$ cat src/rtl/debounce_bank.sv
// debounce_bank: N-channel synchroniser plus tick-counted stability filter.
// Optional auto-repeat on held buttons when DEBOUNCE_REPEAT_EN is defined.
module debounce_bank #(
    parameter int N           = 4,
    parameter int STABLE      = 8,
    parameter int CNT_W       = 8,
    parameter int REPEAT_DLY  = 100,
    parameter int REPEAT_RATE = 20
) (
    input  logic         clk,
    input  logic         rst_n,
    input  logic         tick,
    input  logic [N-1:0] pb_in,
    output logic [N-1:0] pb_level,
    output logic [N-1:0] pb_press,
    output logic [N-1:0] pb_release,
    output logic         any_press
);

    localparam logic [CNT_W-1:0] LP_STB_LAST = CNT_W'(STABLE - 1);

    logic [N-1:0] r_s0;
    logic [N-1:0] r_s1;
    logic [N-1:0] r_level;
    logic [N-1:0] r_press;
    logic [N-1:0] r_release;
    logic [N-1:0] w_acc;
    logic [N-1:0] w_rpt;

    always_ff @(posedge clk or negedge rst_n) begin
        if (!rst_n) begin
            r_s0      <= '0;
            r_s1      <= '0;
            r_level   <= '0;
            r_press   <= '0;
            r_release <= '0;
        end else begin
            r_s0      <= pb_in;
            r_s1      <= r_s0;
            r_level   <= r_level ^ w_acc;
            r_press   <= (w_acc & r_s1) | w_rpt;
            r_release <= w_acc & ~r_s1;
        end
    end

    for (genvar g = 0; g < N; g++) begin : g_ch
        logic [CNT_W-1:0] r_cnt;
        logic             w_diff;

        assign w_diff   = r_s1[g] != r_level[g];
        assign w_acc[g] = w_diff && tick && (r_cnt == LP_STB_LAST);

        // Any cycle where the input agrees with the level discards progress
        always_ff @(posedge clk or negedge rst_n) begin
            if (!rst_n) begin
                r_cnt <= '0;
            end else if (!w_diff) begin
                r_cnt <= '0;
            end else if (tick) begin
                if (r_cnt == LP_STB_LAST) r_cnt <= '0;
                else                      r_cnt <= r_cnt + 1'b1;
            end
        end

`ifdef DEBOUNCE_REPEAT_EN
        localparam logic [CNT_W-1:0] LP_DLY_LAST  = CNT_W'(REPEAT_DLY - 1);
        localparam logic [CNT_W-1:0] LP_RATE_LAST = CNT_W'(REPEAT_RATE - 1);

        logic [CNT_W-1:0] r_rpt;
        logic             r_armed;
        logic             w_hold;
        logic             w_rpt_hit;

        assign w_hold    = r_level[g] & r_s1[g];
        assign w_rpt_hit = r_armed ? (r_rpt == LP_RATE_LAST)
                                   : (r_rpt == LP_DLY_LAST);
        assign w_rpt[g]  = w_hold & tick & w_rpt_hit;

        // r_armed selects the initial delay versus the steady repeat rate
        always_ff @(posedge clk or negedge rst_n) begin
            if (!rst_n) begin
                r_rpt   <= '0;
                r_armed <= 1'b0;
            end else if (!w_hold) begin
                r_rpt   <= '0;
                r_armed <= 1'b0;
            end else if (tick) begin
                if (w_rpt_hit) begin
                    r_rpt   <= '0;
                    r_armed <= 1'b1;
                end else begin
                    r_rpt <= r_rpt + 1'b1;
                end
            end
        end
`else
        assign w_rpt[g] = 1'b0;
`endif
    end

    assign pb_level   = r_level;
    assign pb_press   = r_press;
    assign pb_release = r_release;
    assign any_press  = |r_press;

endmodule

$ cat config.mk
export PLATFORM = sky130hd
export DESIGN_NAME = debounce_bank
export DESIGN_NICKNAME = d
export VERILOG_FILES = /design/src/rtl/debounce_bank.sv
export SDC_FILE = /design/constraint.sdc
export NUM_CORES = 1
export LEC_CHECK = 0
export BUFFER_PORTS_ARGS = -buffer_cell sky130_fd_sc_hd__clkbuf_2
export CORE_MARGIN = 2
export CORE_UTILIZATION = 50
export CTS_BUF_LIST = sky130_fd_sc_hd__clkbuf_8
export DETAILED_ROUTE_END_ITERATION = 6
export PLACE_DENSITY = 0.69
export SETUP_SLACK_MARGIN = 0.4
export SLEW_MARGIN = 40
export SYNTH_ARGS = -nofsm -noshare
export SYNTH_HDL_FRONTEND = slang
export SYNTH_SLANG_ARGS = --single-unit
$ cat constraint.sdc
create_clock -name clk -period 5.1 [get_ports clk]
set_input_delay 1.275 -clock clk [delete_from_list [all_inputs] [get_ports clk]]
set_output_delay 1.275 -clock clk [all_outputs]
set_load 0.01 [all_outputs]
# == Word-level counts from Yosys, hierarchy flattened ==
# Cells that the tools add are included.
# W data, S select, Z words.
# classes
add_sub_neg,4
eq_ne,12
mux,12
n_bitwise,4
n_reduce_logical,9
# ops
cell,n
$mux W8,12
$add A8 B1 Y8 const B,4
$eq A8 B3 Y1 const B,4
$and A4 B4 Y4,2
$logic_and A1 B1 Y1,8
$ne A2 B2 Y1 const B,4
$ne A1 B1 Y1,4
$not A4 Y4,1
$reduce_or A4 Y1,1
$xor A4 B4 Y4,1
# totals
reg_bits,52
inputBits,7
out_inout_bits,13
wordCells,50

# == Logic depth before layout (Yosys ltp) ==
# logic_depth
depth_word,4
depth_mapped,6
depth_no_buf,5

# == Least setup slack after synthesis ==
# OpenSTA, ideal clock, no wires.
# synth_path
path_kind,input-to-reg
startpoint,in tick
endpoint,reg g_ch[1].r_cnt[6]
setup_time_ns,0.069
arrival_ns,2.249
required_time_ns,5.031
setup_slack_ns,2.782
cell_stages,4
n_path_buf,0
cell_sequence,clkinv_1 -> a211oi_4 -> or3b_1 -> nand3_1
# synth_via
elab_chain_cells,1
# synth_rtl
item,line,text
"start, declared",12,"input logic tick,"
$ne A2 B2 Y1 (no line),--,
"end signal, assigned",61,else r_cnt <= r_cnt + 1'b1;
"end, declared",47,logic [CNT_W-1:0] r_cnt;
# No other way between the ends.
# A chain may end at the register's enable or synchronous reset.

# == Final worst setup path ==
# layout_path
startpoint,in tick
endpoint,reg g_ch[3].r_cnt[5]
# layout_via
elab_chain_cells,1
# layout_rtl
item,line
$ne A2 B2 Y1 (no line),--
"end signal, assigned",61
"end, declared",47
# No other way between the ends.

==> impl_metrics.ini <==
[route]
m1WireLength_mm = 2.25
detail_route.wirelength_mm = 4.62
drc = 0
firstDrtPassIters = 4
met2WireLength_mm = 2.11
routed-via-count = 1795
via_density_per_instance = 5.77
drt_iter0_drc = 140
antenna_left = 0
met3_wirelength_um = 143
top_signal_layer_used = met4
wl_per_cell_um = 14.8

[sta]
tightest_slew_ns = 0.713
timing.setup.tns_ns = 0
max_clock_freq_mhz = 377
layout_min_cycle_time_ns = 2.66
finalHoldViolations = 0
whs_ns = 0.356
finalCritPeriodShare_pct = 52.1
relSlewSlack_pct = 52.3
rsz0062_at_grt = false
setup_viol_count_final = 0
timing.clock.skew_ns = 0.00518
slew_violations = 0
post-route-worst-setup-slack_ns = 2.44

[place]
place_congestion = 0.790
portBuffers = 19
dp_hpwl_mm = 3.11
place_inst = 303
post_dp_cell_area_um2 = 2560
dpl_worst_slack_ns = 2.14

[clocking]
numClockSinks = 52
htreeDepth = 2
ctsHoldBuffers = 0
postCtsSetupBuffers = 0
clk-insertion-delay-late_ns = 0.31
cts.clk_slew.worst_paths_ns = 0.09
cts_inserted_buffers = 5
cts-root-to-sink-buffers = 2
cts_tree = built
ctsRootBufferMaster = clkbuf_8
cts_resized = 0

[synthesis]
dominantRegCellSynth = dfrtp_1
yosysTopAreaCellShare_pct = 53.7
netlist.top_cell.by_area = dfrtp_1
ys_types = 41
synth-warning-count = 0
syn-num-nets = 246
netlist_top_cells_area = dfrtp_1 54%, nand3_1 4.3%, nand2_1 3.9%
synthesis.area_per_instance_um2 = 10.3
synth-seq-area-share_pct = 53.7
number_of_enable_flip_flop_cells_after_synthesis = 0
syn_inst = 235
netlist_area_um2 = 2420
synth.ff_latch_count = 52
async_flop_share_pct = 100

[grt]
grt_remaining_overflow = 0
grt_max_degree = 53
track_usage_pct = 19.3
number_of_global_route_vias_before_repair = 1654
grt_pass1_wl_mm = 7.92
number_of_antenna_violations_at_the_first_check_in_global_routing = 0

[min_path]
holdCritPathClass = flip-flop to flip-flop

[final_layout]
fin_cells = 311
area_delta_synth_final_pct = 10.1
layout.cells.most_common_list = 52 x dfrtp_1, 25 x nand2_1, 24 x nor2_1
finalNetCount = 267
postLayoutCoreUtil_pct = 56.9
design_area_um2 = 2670
mostFrequentLayoutCell = dfrtp_1
antenna-diode-count = 0
final_layout_size_suffix_gt1_share_pct = 14.4

[floorplan]
num_io_pins = 20
core-area_um2 = 4690
fp-row-count = 25
die_h_um = 73.6
floorplan.die.width_um = 73.6
fp.dieArea_um2 = 5420
initial_core_util_pct = 51.7

[power_and_ir_drop]
power_density_nw_per_um2 = 284
total_power_mw = 0.759
leakagePower_nw = 1.27
vdd_ir_drop_max_mv = 0.171

[outcome]
result_of_the_run = finished, final reports clean

[critical_path]
critical_path.max_fanout = 14
timing.critical_path.arrival_ns = 2.89
crit_path_start_kind = primary input
worst-endpoint-required_ns = 5.34
worst-setup-path-type = primary input to flip-flop
timing.critical_path.to_type = flip-flop

[run]
max_cap_violations = 0
==> routing by layer <==
layer  GRT usage (%)  up-vias
met3            5.08       10
met1            27.7      863
met5               0        -
met4            8.28        0
li1                -      888
met2            27.7       34
==> kinds of logic after synthesis <==
kind of cell               count (synthesis)  synth area share, %
DFF                                       52                 53.7
xor gates and xnor gates                  15                 5.42
AOI/OAI and AO/OA                         38                 11.4
muxes                                      5                 2.22
adders and majority gates                  4                 2.06
and+or+nand+nor                          110                 23.0
buffers and inverters                     11                 2.32
==> registers in the layout (all words and copies together) (netlist names) <==
| name | cells |
|---|---|
| r_s1 | 4 |
| pb_press | 4 |
| pb_level | 4 |
| r_s0 | 4 |
| pb_release | 4 |
| g_ch.r_cnt | 32 |
==> power breakdown <==
part | switching [mW] | internal (mW) | leakage (nW)
Sequential | 0.00867 | 0.421 | 0.702
Combinational | 0.0286 | 0.0148 | 0.516
Clock | 0.140 | 0.145 | 0.0541
==> cells in the mapped netlist, types with 3 or more instances <==
cell type  instances
a21o_1             3
nand4_1            5
mux2_2             3
or3_1              4
xor2_1             9
nor3_1             7
ha_1               4
nor2_1            24
a21oi_1            4
or4_1              3
xnor2_1            6
nand2_1           25
o21ai_0            6
clkbuf_1           3
dfrtp_1           52
a31oi_1           12
nand3_1           21
a22o_1             4
and3_1             7
inv_1              4
==> path summary, 6_finish.rpt <==
| check | startpoint | slack, ns | cells past startpoint | end |
|---|---|---|---|---|
| min | r_s0[1] | 0.36 | 0 | r_s1[1] |
| max | tick | 2.44 | 5 | g_ch[3].r_cnt[5] |
| max reg2reg | g_ch[3].r_cnt[5] | 3.21 | 4 | g_ch[3].r_cnt[3] |
| min reg2reg | r_s0[1] | 0.36 | 0 | r_s1[1] |
| min in group asynchronous | rst_n | 1.07 | 2 | g_ch[3].r_cnt[6] |
| max in group asynchronous | rst_n | 3.62 | 2 | r_s1[1] |
==> cell type report <==
class | count | area, um2
Sequential cell | 52 | 1300
Clock buffer | 5 | 68.8
Inverter | 5 | 18.8
Tap cell | 54 | 67.6
Multi-Input combinational cell | 172 | 1070
Clock inverter | 3 | 42.5
Fill cell | 412 | 2020
Timing Repair Buffer | 20 | 103
==> critical path: stages <==
cell and delay (ns):
clkbuf_2 0.27, clkinv_1 0.32, nor2_1 0.64, a41oi_1 0.21, a31oi_1 0.17
Power figures use the tool's default switching activity.
